==> src/rtl/hash_pkg.sv <==
// rtl/hash_pkg.sv - shared state, bus-owner and error encodings for the hash sequencer
package hash_pkg;

  typedef enum logic [2:0] {
    ST_IDLE  = 3'd0,
    ST_PAD   = 3'd1,
    ST_SHA   = 3'd2,
    ST_DRAIN = 3'd3,
    ST_DONE  = 3'd4
  } state_e;

  localparam logic [1:0] OWN_NONE = 2'd0;
  localparam logic [1:0] OWN_PAD  = 2'd1;
  localparam logic [1:0] OWN_SHA  = 2'd2;
  localparam logic [1:0] OWN_FIFO = 2'd3;

  localparam logic [1:0] ERR_OK   = 2'd0;
  localparam logic [1:0] ERR_LEN  = 2'd1;
  localparam logic [1:0] ERR_OVF  = 2'd2;
  localparam logic [1:0] ERR_WDOG = 2'd3;

  localparam int HASH_MAX_LEN      = 55;
  localparam int HASH_DIGEST_BYTES = 32;

endpackage

==> src/rtl/hash_sequencer_edge_det.sv <==
// rtl/hash_sequencer_edge_det.sv - registered rising-edge detector for one handshake level
module edge_det (
  input  logic clk,
  input  logic rst_n,
  input  logic sig_in,
  output logic rise
);

  logic in_q, in_d;

  // next copy of the level is simply the current level
  always_comb begin
    in_d = sig_in;
  end

  // one-cycle delayed copy of the level
  always_ff @(posedge clk or negedge rst_n) begin
    if (!rst_n) in_q <= 1'b0;
    else        in_q <= in_d;
  end

  assign rise = sig_in & ~in_q;

endmodule

==> src/rtl/hash_sequencer.sv <==
// rtl/hash_sequencer.sv - pad/sha256/drain sequencer owning the shared RAM bus; HASH_SEQ_WDOG_EN adds a watchdog
module hash_sequencer import hash_pkg::*; #(
  parameter int ADDR_W       = 10,
  parameter int LEN_W        = 8,
  parameter int MAX_LEN      = HASH_MAX_LEN,
  parameter int BLOCK_ADDR   = 0,
  parameter int DIGEST_ADDR  = 64,
  parameter int DIGEST_BYTES = HASH_DIGEST_BYTES,
  parameter int CYC_W        = 16
) (
  input  logic              clk,
  input  logic              rst,
  input  logic              req,
  input  logic [LEN_W-1:0]  msgLen,
  output logic              busy,
  output logic              done,
  output logic [1:0]        err,
  output logic [CYC_W-1:0]  cycles,
  output logic [LEN_W-1:0]  dataLen,
  output logic              padStart,
  input  logic              padFinish,
  output logic              shaStart,
  input  logic              shaFinish,
  input  logic              readPhase,
  input  logic              writePhase,
  output logic [ADDR_W-1:0] addrToBlock,
  output logic [ADDR_W-1:0] addrToDigest,
  output logic [1:0]        busOwner,
  output logic              chipSel,
  output logic              wriEn,
  output logic              outEn,
  output logic              fifoReset,
  output logic              fifoWr,
  output logic              fifoRd,
  input  logic              fifoEmpty,
  input  logic              fifoFull
);

  localparam int CNT_W = $clog2(DIGEST_BYTES + 1);
  localparam logic [CNT_W-1:0] CNT_FULL  = CNT_W'(DIGEST_BYTES);
  localparam logic [LEN_W-1:0] MAX_LEN_V = LEN_W'(MAX_LEN);

  state_e             state_q, state_d;
  logic               busy_q, busy_d, done_q, done_d;
  logic [1:0]         err_q, err_d, bus_owner_q, bus_owner_d;
  logic [CYC_W-1:0]   cycles_q, cycles_d;
  logic [LEN_W-1:0]   data_len_q, data_len_d;
  logic               pad_start_q, pad_start_d, sha_start_q, sha_start_d;
  logic               chip_sel_q, chip_sel_d, wri_en_q, wri_en_d, out_en_q, out_en_d;
  logic               fifo_reset_q, fifo_reset_d, fifo_wr_q, fifo_wr_d, fifo_rd_q, fifo_rd_d;
  logic               ovf_q, ovf_d;
  logic [CNT_W-1:0]   cnt_q, cnt_d, cnt_next;
  logic               finish;
  logic [1:0]         finish_err;
  logic               pad_rise, sha_rise, read_rise, write_rise;

  edge_det u_pad_edge   (.clk(clk), .rst_n(rst), .sig_in(padFinish),  .rise(pad_rise));
  edge_det u_sha_edge   (.clk(clk), .rst_n(rst), .sig_in(shaFinish),  .rise(sha_rise));
  edge_det u_read_edge  (.clk(clk), .rst_n(rst), .sig_in(readPhase),  .rise(read_rise));
  edge_det u_write_edge (.clk(clk), .rst_n(rst), .sig_in(writePhase), .rise(write_rise));

`ifdef HASH_SEQ_WDOG_EN
  logic [7:0] pre_q, pre_d, wd_q, wd_d;
  logic       wd_expire;
  assign wd_expire = (state_q == ST_PAD || state_q == ST_SHA || state_q == ST_DRAIN) &&
                     (pre_q == 8'hFF) && (wd_q == 8'hFF);
`endif

  assign cnt_next = cnt_q + {{(CNT_W-1){1'b0}}, fifo_rd_q};

  // next-state and next-output computation; every output is a registered copy
  always_comb begin
    state_d      = state_q;
    busy_d       = busy_q;
    done_d       = 1'b0;
    err_d        = ERR_OK;
    cycles_d     = cycles_q;
    data_len_d   = data_len_q;
    pad_start_d  = pad_start_q;
    sha_start_d  = sha_start_q;
    bus_owner_d  = bus_owner_q;
    chip_sel_d   = chip_sel_q;
    wri_en_d     = wri_en_q;
    out_en_d     = out_en_q;
    fifo_reset_d = fifo_reset_q;
    fifo_wr_d    = fifo_wr_q;
    fifo_rd_d    = fifo_rd_q;
    ovf_d        = ovf_q;
    cnt_d        = cnt_q;
    finish       = 1'b0;
    finish_err   = ovf_q ? ERR_OVF : ERR_OK;

    if (busy_q && cycles_q != '1) cycles_d = cycles_q + 1'b1;

    case (state_q)
      ST_IDLE: begin
        fifo_reset_d = 1'b1;
        if (req) begin
          if (msgLen != '0 && msgLen <= MAX_LEN_V) begin
            data_len_d  = msgLen;
            cycles_d    = '0;
            busy_d      = 1'b1;
            ovf_d       = 1'b0;
            pad_start_d = 1'b1;
            bus_owner_d = OWN_PAD;
            chip_sel_d  = 1'b1;
            wri_en_d    = 1'b1;
            out_en_d    = 1'b0;
            state_d     = ST_PAD;
          end else begin
            done_d = 1'b1;
            err_d  = ERR_LEN;
          end
        end
      end
      ST_PAD: begin
        if (pad_rise) begin
          pad_start_d  = 1'b0;
          sha_start_d  = 1'b1;
          bus_owner_d  = OWN_SHA;
          fifo_reset_d = 1'b0;
          state_d      = ST_SHA;
        end
      end
      ST_SHA: begin
        // overflow is only remembered; sha256 keeps running
        if (fifoFull && fifo_wr_q) ovf_d = 1'b1;
        if (sha_rise) begin
          sha_start_d = 1'b0;
          fifo_wr_d   = 1'b0;
          wri_en_d    = 1'b0;
          out_en_d    = 1'b0;
          chip_sel_d  = 1'b0;
          cnt_d       = '0;
          bus_owner_d = OWN_FIFO;
          state_d     = ST_DRAIN;
        end else if (write_rise) begin
          out_en_d  = 1'b0;
          wri_en_d  = 1'b1;
          fifo_wr_d = 1'b1;
        end else if (read_rise) begin
          out_en_d  = 1'b1;
          wri_en_d  = 1'b0;
          fifo_wr_d = 1'b0;
        end
      end
      ST_DRAIN: begin
        cnt_d = cnt_next;
        if (cnt_next == CNT_FULL || (fifoEmpty && cnt_next != '0)) finish = 1'b1;
        else fifo_rd_d = ~fifoEmpty;
      end
      ST_DONE: begin
        state_d = ST_IDLE;
      end
      default: begin
        state_d = ST_IDLE;
      end
    endcase

`ifdef HASH_SEQ_WDOG_EN
    if (wd_expire) begin
      finish     = 1'b1;
      finish_err = ERR_WDOG;
    end
`endif

    if (finish) begin
      done_d       = 1'b1;
      err_d        = finish_err;
      busy_d       = 1'b0;
      bus_owner_d  = OWN_NONE;
      pad_start_d  = 1'b0;
      sha_start_d  = 1'b0;
      chip_sel_d   = 1'b0;
      wri_en_d     = 1'b0;
      out_en_d     = 1'b0;
      fifo_wr_d    = 1'b0;
      fifo_rd_d    = 1'b0;
      fifo_reset_d = 1'b1;
      state_d      = ST_DONE;
    end
  end

  // sequencer state and registered outputs
  always_ff @(posedge clk or negedge rst) begin
    if (!rst) begin
      state_q      <= ST_IDLE;
      busy_q       <= 1'b0;
      done_q       <= 1'b0;
      err_q        <= ERR_OK;
      cycles_q     <= '0;
      data_len_q   <= '0;
      pad_start_q  <= 1'b0;
      sha_start_q  <= 1'b0;
      bus_owner_q  <= OWN_NONE;
      chip_sel_q   <= 1'b0;
      wri_en_q     <= 1'b0;
      out_en_q     <= 1'b0;
      fifo_reset_q <= 1'b1;
      fifo_wr_q    <= 1'b0;
      fifo_rd_q    <= 1'b0;
      ovf_q        <= 1'b0;
      cnt_q        <= '0;
    end else begin
      state_q      <= state_d;
      busy_q       <= busy_d;
      done_q       <= done_d;
      err_q        <= err_d;
      cycles_q     <= cycles_d;
      data_len_q   <= data_len_d;
      pad_start_q  <= pad_start_d;
      sha_start_q  <= sha_start_d;
      bus_owner_q  <= bus_owner_d;
      chip_sel_q   <= chip_sel_d;
      wri_en_q     <= wri_en_d;
      out_en_q     <= out_en_d;
      fifo_reset_q <= fifo_reset_d;
      fifo_wr_q    <= fifo_wr_d;
      fifo_rd_q    <= fifo_rd_d;
      ovf_q        <= ovf_d;
      cnt_q        <= cnt_d;
    end
  end

`ifdef HASH_SEQ_WDOG_EN
  // 8-bit prescaler feeding an 8-bit count; both restart on every state entry
  always_comb begin
    pre_d = pre_q + 8'd1;
    wd_d  = (pre_q == 8'hFF) ? wd_q + 8'd1 : wd_q;
    if (state_d != state_q) begin
      pre_d = 8'd0;
      wd_d  = 8'd0;
    end
  end

  // watchdog counters
  always_ff @(posedge clk or negedge rst) begin
    if (!rst) begin
      pre_q <= 8'd0;
      wd_q  <= 8'd0;
    end else begin
      pre_q <= pre_d;
      wd_q  <= wd_d;
    end
  end
`endif

  assign busy         = busy_q;
  assign done         = done_q;
  assign err          = err_q;
  assign cycles       = cycles_q;
  assign dataLen      = data_len_q;
  assign padStart     = pad_start_q;
  assign shaStart     = sha_start_q;
  assign busOwner     = bus_owner_q;
  assign chipSel      = chip_sel_q;
  assign wriEn        = wri_en_q;
  assign outEn        = out_en_q;
  assign fifoReset    = fifo_reset_q;
  assign fifoWr       = fifo_wr_q;
  assign fifoRd       = fifo_rd_q;
  assign addrToBlock  = ADDR_W'(BLOCK_ADDR);
  assign addrToDigest = ADDR_W'(DIGEST_ADDR);

endmodule

==> config.mk <==
export PLATFORM = sky130hd
export DESIGN_NAME = hash_sequencer
export DESIGN_NICKNAME = d
export VERILOG_FILES = /design/src/rtl/hash_pkg.sv /design/src/rtl/hash_sequencer_edge_det.sv /design/src/rtl/hash_sequencer.sv
export SDC_FILE = /design/constraint.sdc
export NUM_CORES = 1
export LEC_CHECK = 0
export CORE_MARGIN = 10
export CORE_UTILIZATION = 48
export CTS_BUF_LIST = sky130_fd_sc_hd__clkbuf_16
export CTS_CLUSTER_SIZE = 25
export DETAILED_ROUTE_END_ITERATION = 10
export GPL_ROUTABILITY_DRIVEN = 0
export GPL_TIMING_DRIVEN = 0
export PLACE_DENSITY = 0.87
export SYNTH_ARGS = -nofsm -noshare
export SYNTH_HDL_FRONTEND = slang
export SYNTH_SLANG_ARGS = --single-unit
==> constraint.sdc <==
create_clock -name clk -period 2.7 [get_ports clk]
set_clock_uncertainty 0.05 [all_clocks]
set_input_delay 0.27 -clock clk [delete_from_list [all_inputs] [get_ports clk]]
set_output_delay 0.27 -clock clk [all_outputs]
set_load 0.02 [all_outputs]
==> out/results.tsv, run 1 <==
stage	metric	value	unit
synthesis	Post-Synth Simple-Gate Area	0.165	
global_route	vias in the first global route	2165	
global_route	first-pass GRT wire length	10.2	mm
flow_run	maximum capacitance violations	0	
synthesis	syn_area_per_cell	9.98	um^2
clock_tree	TritonCTS clock tree	done	
synthesis	register bit total from synthesis	52	
route	DRC marker count from the first detailed-route iteration	101	
route	Avg WL per Cell	14.9	um
power	total power	3.89	mW
synthesis	Synth cell types	59	
clock_tree	H-tree levels	2	
finish	Nets	377	
worst_setup_path	nature of the critical path startpoint	flop	
route	Post-Route WL	6.40	mm
clock_tree	CTS clk-pin slew, worst paths	0.06	ns
synthesis	Adder-Cell Fraction of Synth Area	0.0182	
floorplan	Die Y	95.6	um
route	Post-route DRC	0	
route	Via density	5.31	
synthesis	main combinational cell family by area after synthesis	compound AO/OA/AOI/OAI gates	
global_route	grt total ovfl	0	
power	Worst VDD drop	509	uV
synthesis	dominant cells by area after synthesis	dfrtp_1 46%, buf_4 6.0%, xor2_1 4.8%, nor2_1 4.0%, nand2_1 2.7%	
sta	final setup fails	0	
floorplan	Starting Density	0.495	
worst_setup_path	Register-to-Register Path Depth	7	
placement	DP Wirelength	5.00	mm
floorplan	die area	0.00914	mm^2
worst_setup_path	Worst setup startpoint	fifoRd	
worst_setup_path	WS Path Type	flop to flop	
finish	Layout area overhead	32.3	%
clock_tree	root buffer cell	clkbuf_16	
synthesis	post-synthesis xor/xnor area fraction	0.0510	
sta	share of the clock period used by the worst path	0.836	
clock_tree	CTS Buffer Depth	2	
global_route	largest net degree at the start of global routing	38	
worst_setup_path	crit-path max FO	9	
synthesis	mux cell area share after synthesis	0.0324	
worst_hold_path	Hold Crit Class	primary input to flop	
synthesis	Cell Area, Synth	0.00275	mm^2
synthesis	post-synth top area share	0.465	
global_route	initial antenna violation count	0	
floorplan	core area	0.00554	mm^2
synthesis	Post-synth EDFFs	0	
worst_setup_path	Critical Path End	done	
power	P_leak	1.63	nW
synthesis	ys async rst share	1.00	
sta	Setup Total Neg Slack	0	ns
sta	Max Fclk	443	MHz
finish	commonest non-fill, non-tap cell in the layout	clkdlybuf4s50_1	
worst_setup_path	WP data arrival	2.38	ns
floorplan	die width	95.6	um
sta	Slew headroom	0.521	
synthesis	register area share after synthesis	0.474	
placement	dpl cells	420	
finish	Finished Layout Cells	429	
power	pwr dens	1070	mW/mm^2
route	Vias	2278	
finish	fillcell total	451	
status	status	finished, final reports clean	
synthesis	area leader, netlist	dfrtp_1	
synthesis	warning count from the yosys run	0	
clock_tree	Skew-Pair Late Insertion Delay	0.29	ns
sta	min cycle time layout	2.26	ns
route	Initial DRT Pass Iterations	4	
placement	Placed Instance Area	0.00346	mm^2
worst_setup_path	R2R setup slack	0.44	ns
clock_tree	CTS buffer count	5	
route	Final ANT Viol Nets	0	
floorplan	# IOs	75	
synthesis	Syn Inst Count	275	
placement	I/O Buffers	54	
worst_setup_path	CP endpoint kind	flop	
synthesis	ys flop type	dfrtp_1	
global_route	All-Layer GR Usage	0.139	
finish	highest-count cells in the layout ignoring fill and taps	53 x clkdlybuf4s50_1, 51 x dfrtp_1, 29 x nor2_1	
sta	Slew Limit Fails	0	
sta	Final Hold Vio Count	0	
clock_tree	CTS sink cnt	52	
worst_setup_path	Reg2Reg Launch Point	fifoRd	
finish	Diodes inserted	0	
worst_setup_path	Crit Reg-Reg Endpoint	done	
sta	worst-margin pin slew	0.711	ns
finish	Design Area, Final	0.00363	mm^2
sta	RSZ-0062 raised after global routing	false	
synthesis	compound-gate portion of the synthesized area	0.170	
finish	share of layout cells above drive strength 1	0.146	
worst_setup_path	Req. time, crit path	2.82	ns
floorplan	Rows	27	
state kept, by name, summed over array words and instances (netlist names), 2 cells and up:
signal	flops
busOwner	2
dataLen	8
err	2
cycles	16
cnt_q	6
state_q	3
worst max-delay path, cell delays in order (launching register included):
cell,delay (ns)
dfrtp_1,0.41
ha_1,0.21
ha_1,0.29
nor2_1,0.17
o21ai_0,0.15
o21ai_1,0.32
a21oi_2,0.21
or2_2,0.33
final cells by class:
cell class	instances	area, um^2	share of cell area
Clock inverter	3	38.8	0.0107
Sequential cell	52	1300	0.359
Buffer	30	214	0.0589
Multi-Input combinational cell	205	1270	0.351
Clock buffer	5	125	0.0344
Tap cell	72	90.1	0.0248
Timing Repair Buffer	56	566	0.156
Inverter	6	22.5	0.00620
cells by family (layout without fill, tap and decap cells):
| logic type | count (synthesis) | after routing |
|---|---|---|
| AND/OR/NAND/NOR | 92 | 92 |
| AO/OA/AOI/OAI | 65 | 65 |
| flip-flops | 52 | 52 |
| buffers and inverters | 36 | 100 |
| XOR/XNOR | 16 | 16 |
| multiplexers | 8 | 8 |
| adder cells (fa/ha/maj) | 4 | 4 |
| other | 2 | 20 |
routing by layer:
metal / GRT usage / vias up / share of wire
met1: 0.158 / 1100 / 0.40
met5: 0 / - / 0
met3: 0.0471 / 4 / 0.079
li1: - / 1109 / -
met4: 0.0455 / 0 / 0.0077
met2: 0.239 / 65 / 0.51
worst min-delay path by stage:
stage                          from                to  slack [ns]  cells after the start
after global routing      shaFinish   u_sha_edge.in_q        0.40                      1
after detailed placement        rst  u_read_edge.in_q        0.17                      1
final                     shaFinish   u_sha_edge.in_q        0.39                      1
after global placement        ovf_q            err[1]        0.41                      1
after floorplan                 rst       busOwner[0]       -0.08                      0
after CTS                 padFinish   u_pad_edge.in_q        0.39                      1
report_power, final:
group          switching (mW)  total [mW]  internal, mW
Sequential              0.292        1.38          1.08
Clock                   0.264       0.696         0.432
Combinational           0.971        1.81         0.843
cell usage after synthesis, types with 5 or more instances:
| cell type | instances |
|---|---|
| dfrtp_1 | 51 |
| mux2_2 | 6 |
| nand2_1 | 20 |
| nor3_1 | 6 |
| a21oi_1 | 9 |
| nor2b_1 | 5 |
| buf_4 | 22 |
| inv_1 | 6 |
| xor2_1 | 15 |
| o21ai_0 | 12 |
| nand3_1 | 9 |
| o211ai_1 | 6 |
| nor2_1 | 29 |
timing repair:
action	CTS	global route
hold buffers	1	0
gates resized for setup	0	0
buffers inserted	0	0
endpoints found under the hold margin	15	0
through the flow:
step                utilization  hold slack, ns  worst slack (ns)
floorplan                     -         -0.0756             0.610
global placement          0.622           0.415            -0.228
global route              0.656           0.400             0.329
finish                    0.656           0.390             0.443
detailed placement        0.624           0.170             0.295
CTS                       0.656           0.392             0.457
(Power assumes the default switching activity.)
==> run 2, diff against run 1 <==
==> constraint.sdc (replaced) <==
create_clock -name clk -period 2.3 [get_ports clk]
set_clock_uncertainty 0.05 [all_clocks]
set_input_delay 0.23 -clock clk [delete_from_list [all_inputs] [get_ports clk]]
set_output_delay 0.23 -clock clk [all_outputs]
set_load 0.02 [all_outputs]
==> out/results.tsv, run 2 (synthesis gave the netlist of run 1 again) <==
stage	metric	value	unit	change
finish	share of layout cells above drive strength 1	0.148		was 0.146
clock_tree	H-tree levels	2		unchanged
global_route	All-Layer GR Usage	0.139		unchanged
worst_setup_path	Req. time, crit path	2.42	ns	was 2.82 ns
worst_hold_path	Hold Crit Class	primary input to flop		unchanged
sta	min cycle time layout	2.14	ns	was 2.26 ns
finish	Nets	377		unchanged
route	Via density	5.24		was 5.31
worst_setup_path	crit-path max FO	9		unchanged
clock_tree	CTS Buffer Depth	2		unchanged
finish	highest-count cells in the layout ignoring fill and taps	53 x clkdlybuf4s50_1, 51 x dfrtp_1, 29 x nor2_1		unchanged
sta	worst-margin pin slew	0.695	ns	was 0.711 ns
route	Vias	2248		was 2278
finish	Layout area overhead	32.7	%	was 32.3%
power	clock share of power	0.179		about the same
placement	I/O Buffers	54		unchanged
floorplan	Starting Density	0.495		unchanged
status	status	finished, final reports clean		unchanged
sta	share of the clock period used by the worst path	0.930		was 0.836
floorplan	die area	0.00914	mm^2	unchanged
route	Final ANT Viol Nets	0		unchanged
route	Avg WL per Cell	14.9	um	about the same
clock_tree	post-CTS setup buffer count	0		unchanged
floorplan	die width	95.6	um	unchanged
global_route	initial antenna violation count	0		unchanged
power	pwr dens	1260	mW/mm^2	was 1070 mW/mm^2
sta	final setup fails	0		unchanged
route	Post-Route WL	6.41	mm	was 6.40 mm
power	P_leak	1.63	nW	about the same
clock_tree	TritonCTS clock tree	done		unchanged
global_route	grt total ovfl	0		unchanged
worst_setup_path	CP endpoint kind	flop		unchanged
floorplan	core area	0.00554	mm^2	unchanged
worst_setup_path	nature of the critical path startpoint	flop		unchanged
route	Post-route DRC	0		unchanged
floorplan	# IOs	75		unchanged
clock_tree	Skew-Pair Late Insertion Delay	0.29	ns	about the same
sta	Max Fclk	468	MHz	was 443 MHz
sta	Setup Total Neg Slack	0	ns	unchanged
power	internal power	2.77	mW	was 2.36 mW
sta	Slew Limit Fails	0		unchanged
finish	Diodes inserted	0		unchanged
power	total power	4.58	mW	was 3.89 mW
global_route	first-pass GRT wire length	10.2	mm	unchanged
power	combinational fraction of design power	0.468		was 0.467
clock_tree	CTS sink cnt	52		unchanged
global_route	largest net degree at the start of global routing	38		unchanged
global_route	vias in the first global route	2165		unchanged
sta	Slew headroom	0.532		was 0.521
clock_tree	CTS clk-pin slew, worst paths	0.07	ns	was 0.06 ns
worst_setup_path	WS Path Type	flop to flop		unchanged
route	Initial DRT Pass Iterations	4		unchanged
floorplan	Rows	27		unchanged
power	Sw Share	0.394		was 0.393
route	DRC marker count from the first detailed-route iteration	94		was 101
placement	DP Wirelength	5.00	mm	unchanged
power	Worst VDD drop	601	uV	was 509 uV
finish	post-layout util	0.658		was 0.656
clock_tree	root buffer cell	clkbuf_16		unchanged
sta	RSZ-0062 raised after global routing	false		unchanged
worst_setup_path	WP data arrival	2.26	ns	was 2.38 ns
clock_tree	CTS buffer count	5		unchanged
finish	max FFs per register	16		unchanged
power	sequential share of power	0.353		was 0.354
floorplan	Die Y	95.6	um	unchanged
sta	Final Hold Vio Count	0		unchanged
finish	commonest non-fill, non-tap cell in the layout	clkdlybuf4s50_1		unchanged
flow_run	maximum capacitance violations	0		unchanged
power	P_sw	1.81	mW	was 1.53 mW
-- run 2: power by group through the flow --
stage          logic (mW)  registers, mW  clock network, mW
4_1_cts              2.15           1.62              0.831
5_1_grt              2.32           1.67              0.876
3_3_place_gp         2.07           1.60                  0
6_report             2.15           1.62              0.821
2_1_floorplan       0.933           1.91                  0
3_5_place_dp         2.14           1.63                  0
-- run 2: metal layers --
| layer | track usage | vias up | wire length (um) |
|---|---|---|---|
| met5 | 0 | - | 0 |
| met2 | 0.239 | 55 | 3240 |
| li1 | - | 1108 | - |
| met4 | 0.0455 | 0 | 78 |
| met3 | 0.0471 | 7 | 488 |
| met1 | 0.158 | 1078 | 2610 |
-- run 2: final timing paths --
check                           start               to  slack [ns]  cells after the start
max                            fifoRd             done        0.16                      7
min                         shaFinish  u_sha_edge.in_q        0.35                      1
max reg2reg                    fifoRd             done        0.16                      7
min reg2reg                dataLen[4]       dataLen[4]        0.44                      1
max in group asynchronous         rst        fifoReset        1.26                      3
min in group asynchronous         rst         shaStart        0.36                      2
-- run 2: final cells by class --
cell class                 instances  area (um^2)
tap                               72         90.1
clock inverter                     3         38.8
sequential                        52         1300
clock buffer                       5          125
inverter                           6         22.5
buffer                            30          214
timing repair buffer              56          566
multi-input combinational        205         1280
fill                             449         1900
-- run 2: through the flow --
step | cells | worst slack [ns] | area [um^2] | hold slack, ns
finish | 429 | 0.161 | 3640 | 0.351
global route | 429 | 0.0694 | 3640 | 0.360
CTS | 429 | 0.0573 | 3630 | 0.352
detailed placement | 420 | -0.0650 | 3460 | 0.130
global placement | 419 | -0.588 | 3440 | 0.415
floorplan | 293 | 0.210 | 2810 | -0.116
-- run 2: worst max-delay path, stage by stage (launching register included) --
cell	delay, ns
dfrtp_1	0.41
ha_1	0.21
ha_1	0.29
nor2_1	0.17
o21ai_0	0.17
o21ai_2	0.27
a21oi_4	0.14
or2_2	0.32
-- run 2: repair_timing --
item,CTS,global route
endpoints found under the hold margin,15,0
resized for setup,0,2
endpoints found under the setup margin,0,8
hold buffers,1,0
==> patch 1, RTL diff (config.mk and constraints of run 2) <==
Build with the macro `HASH_SEQ_WDOG_EN` defined.
--- a/src/rtl/hash_sequencer.sv
+++ b/src/rtl/hash_sequencer.sv
@@ -1,3 +1,5 @@
 // rtl/hash_sequencer.sv - pad/sha256/drain sequencer owning the shared RAM bus; HASH_SEQ_WDOG_EN adds a watchdog
+`define HASH_SEQ_WDOG_EN
+
 module hash_sequencer import hash_pkg::*; #(
   parameter int ADDR_W       = 10,
Behaviour: no difference found for any inputs over 10 cycles, from zero or initial values and one cycle with rst low; that may be too few to reach the edited logic, so the function may still have changed.
==> patch 1 against run 2 <==
- cell area increased by 24%
- first-iteration DRC count up 120%
- routed wire length rose by 28%
- synthesized area increased by 21%
- die area increased by 16%
- critical path type unchanged
- largest cell class unchanged
- setup slack got worse by 150 ps
- sequential share of layout area grew 2.0 points
- worst hold slack got worse by 28 ps
- total power up 25%
- synthesized cell count up 26%
- non-clock buffer count grew 8
- sequential cell count increased by 16
==> patch 1: results (changes against run 2) <==
Drt
  • Metal2 WL: 4.21 mm (was 3.24 mm)
  • Drt wl/cell: 15.6 µm (was 14.9 µm)
  • M1 WL: 3.29 mm (was 2.61 mm)
  • DRT iter0 DRCs: 204 (was 94)

CTS
  • Total CTS buffers: 9 (was 5)

Global routing
  • Total track usage: 0.157 (was 0.139)
  • Met2 Track Usage GR: 0.269 (was 0.239)
  • GR Layer Usage met3: 0.0315 (was 0.0471)
  • First-pass GRT wire length: 13.2 mm (was 10.2 mm)

Run status
  • Outcome: finished, final reports clean (unchanged)

Pwr
  • Sequential power: 1.96 mW (was 1.62 mW)
  • Worst vdd ir: 0.465 mV (was 0.601 mV)
  • P_comb: 2.59 mW (was 2.15 mW)
  • Total power draw: 5.74 mW (was 4.58 mW)

Placed design
  • DP Worst Slack: -285 ps (was -65.0 ps)
  • Cells after DPL: 499 (was 420)

Critical path
  • Crit path DAT: 2450 ps (was 2260 ps)
  • CP max stage cell: or3_4 (was dfrtp_1)
  • R2R cell count: 10 (was 7)
  • Max Fanout on Critical Path: 10 (was 9)

Synthesis
  • Top cells by count, synth: dfrtp_1, nand2_1, nor2_1, buf_4, xor2_1 (was dfrtp_1, nor2_1, buf_4, nand2_1, xor2_1)
  • Mux contribution to synthesized area: 0.00943 (was 0.0324)

Final layout
  • Fillers: 517 (was 449)
  • Layout Cells excl Fill: 524 (was 429)

STA
  • Final period utilization: 0.994 (was 0.930)
## patch 1: changes by cell type in the layout (fill, tap and decap cells not counted), sizes merged, moves of 6 or more
cell and delta:
nand2 +31, dfrtp +16, nor2 +16, clkbuf +7, xnor2 +7, a21oi +6, mux2 -6, nand3 +6
o211ai -6
## patch 1: layout make-up
type                       instances  area (µm²)  area share
clock inverter                     7        33.8     0.00748
buffer                            30         204      0.0452
clock buffer                       9         225      0.0499
multi-input combinational        262        1610       0.357
inverter                           4        15.0     0.00333
tap                               80         100      0.0222
sequential                        68        1700       0.377
timing repair buffer              64         619       0.137
## patch 1: how the worst min path moves through the flow
stage	start	depth (start not counted)	slack [ps]	endpoint
global placement	dataLen[3]	2	410	dataLen[3]
global route	shaFinish	1	340	u_sha_edge.in_q
floorplan	rst	0	-120	busOwner[0]
finish	shaFinish	1	320	u_sha_edge.in_q
detailed placement	rst	1	340	u_pad_edge.in_q
CTS	shaFinish	1	320	u_sha_edge.in_q
==> patch 2, RTL diff (config.mk and constraints of run 2) <==
Made on the original files. Encoding of `state_e`: now Gray code (3 bits for 5 states).
--- a/src/rtl/hash_pkg.sv
+++ b/src/rtl/hash_pkg.sv
@@ -3,9 +3,9 @@
 
   typedef enum logic [2:0] {
-    ST_IDLE  = 3'd0,
-    ST_PAD   = 3'd1,
-    ST_SHA   = 3'd2,
-    ST_DRAIN = 3'd3,
-    ST_DONE  = 3'd4
+    ST_IDLE  = 3'b000,
+    ST_PAD   = 3'b001,
+    ST_SHA   = 3'b011,
+    ST_DRAIN = 3'b010,
+    ST_DONE  = 3'b110
   } state_e;
 
Formal check against the unedited RTL: no difference found for any inputs over 10 cycles, from zero or initial values and one cycle with rst low; not proved beyond that.
==> patch 2 against run 2 <==
- the flow now finishes with violations (setup timing)
- sequential cell count did not move
- total power rose by 7.4%
- cell area fell by 0.41%
- worst hold slack got worse by 16 ps
- clock power fell by 14%
- via count fell by 6.2%
- setup slack got worse by 320 ps
- routed wire length fell by 0.98%
- count of clock-buffer cells in the layout did not move
- sequential share of layout area rose by 0.22 points
- synthesized area fell by 4.2%
- critical path type unchanged
- critical endpoint is now wriEn
- largest cell class unchanged
- highest routed layer unchanged
==> patch 2: results (changes against run 2) <==
STA
  • Max-slew headroom: 0.580 (was 0.532)
  • Final setup margin: -159 ps (was 161 ps)
  • Setup-failing EPs final: 11 (was 0)

Drt
  • Post-DR vias/cell: 5.08 (was 5.24)
  • DRT iter0 DRCs: 78 (was 94)
  • Final wirelength: 6.35 mm (was 6.41 mm)

Synthesis
  • Top cells by count, synth: dfrtp_1, nor2_1, buf_4, nand2_1 (was dfrtp_1, nor2_1, buf_4, nand2_1, xor2_1)
  • Synth top area cells: dfrtp_1, buf_4, nor2_1 (was dfrtp_1, buf_4, xor2_1)
  • Sequential fraction of the synthesis area: 0.495 (was 0.474)
  • Yosys warnings: 0 (unchanged)
  • Distinct cell type count after synthesis: 50 (was 59)

Pwr
  • Worst vdd ir: 0.840 mV (was 0.601 mV)
  • Leak: 1.66 nW (was 1.63 nW)

Final layout
  • Nets: 365 (was 377)
  • Layout cells sized above 1: 0.188 (was 0.148)
  • Layout Utilization: 0.697 (was 0.658)
  • Fillers: 387 (was 449)

Global routing
  • Vias in the first global route: 2,146 (was 2,165)
  • Antenna violations before repair: 0 (unchanged)
  • First-pass GRT wire length: 10.5 mm (was 10.2 mm)
  • Total track usage: 0.145 (was 0.139)
  • Largest net degree at the start of global routing: 40 (was 38)

Critical path
  • CP max stage cell: dfrtp_2 (was dfrtp_1)
  • CP max stage delay: 450 ps (was 410 ps)
  • Max Fanout on Critical Path: 5 (was 9)

Placed design
  • Placed cell areas: 3370 µm² (was 3460 µm²)
  • Final HPWL DP: 4.81 mm (was 5.00 mm)

CTS
  • Total CTS buffers: 5 (unchanged)

Run status
  • Failing checks: setup timing
  • Outcome: complete, but fails checks (was finished, final reports clean)

Worst hold path
  • Min-Delay Path Class: input pin to asynchronous set/reset pin (was input pin to flip-flop)
==> patch 2: cell types whose count changed in the layout (fill, tap and decap cells not counted), sizes merged, moves of 4 or more <==
cell	before	now
xor2	15	9
o211ai	7	0
a31oi	4	0
o21ai	15	7
nor2	29	37
o2111ai	4	0
xnor2	1	8
==> patch 2: worst register-to-register path: cells and delay by family (launching register included) <==
kind                       cells  cell delay, ps
AOI/OAI and AO/OA              4            1280
adders and majority gates      2             390
DFF                            1             450
muxes                          1             190
==> patch 2: final timing paths <==
check / startpoint / end / slack (ps)
max in group asynchronous: rst / fifoReset / 1290
setup reg to reg: cnt_q[0] / wriEn / -160
setup / recovery: cnt_q[0] / wriEn / -160
min in group clk: padFinish / u_pad_edge.in_q / 360
hold reg to reg: wriEn / wriEn / 440
hold / removal: rst / dataLen[6] / 330
==> patch 2: report_power, final <==
| part | switching [mW] | internal (mW) | total (mW) |
|---|---|---|---|
| Combinational | 1.34 | 1.24 | 2.58 |
| Sequential | 0.349 | 1.28 | 1.63 |
| Clock | 0.315 | 0.396 | 0.710 |
==> patch 2: timing repair <==
item / 4_1_cts / 5_1_grt
hold buffers: 1 / 0
resized for setup: 4 / 13
hold endpoints to repair: 13 / 0
setup buffers: 3 / 1
setup endpoints to repair: 10 / 21
pin swaps: 3 / 5
==> patch 2: cell families after synthesis <==
| group | synth area share |
|---|---|
| AOI/OAI and AO/OA | 0.125 |
| xor gates and xnor gates | 0.0566 |
| adders and majority gates | 0.0190 |
| buffers and inverters | 0.0856 |
| DFF | 0.495 |
| muxes | 0.0452 |
| other | 0.00286 |
| and+or+nand+nor | 0.171 |
==> patch 2: area by class of cell <==
type | instances | area share
clock inverter | 3 | 0.00414
clock buffer | 5 | 0.0345
tap | 70 | 0.0241
sequential | 52 | 0.360
multi-input combinational | 189 | 0.351
inverter | 9 | 0.00931
timing repair buffer | 60 | 0.164
buffer | 27 | 0.0528
==> patch 2: layer usage <==
layer	wire length, µm	global-route usage	vias up
li1	-	-	1020
met3	547	0.0496	8
met2	3240	0.255	75
met1	2470	0.160	1005
met5	0	0	-
met4	87	0.0456	0
==> patch 2: through the flow <==
step	hold slack, ps	setup TNS, ps	worst slack (ps)	std cells
2_1_floorplan	-116	-113	-53.3	277
3_3_place_gp	421	-28000	-693	401
3_5_place_dp	104	-3810	-501	402
4_1_cts	331	-231	-78.9	414
5_1_grt	356	-1580	-254	415
6_report	334	-738	-159	415
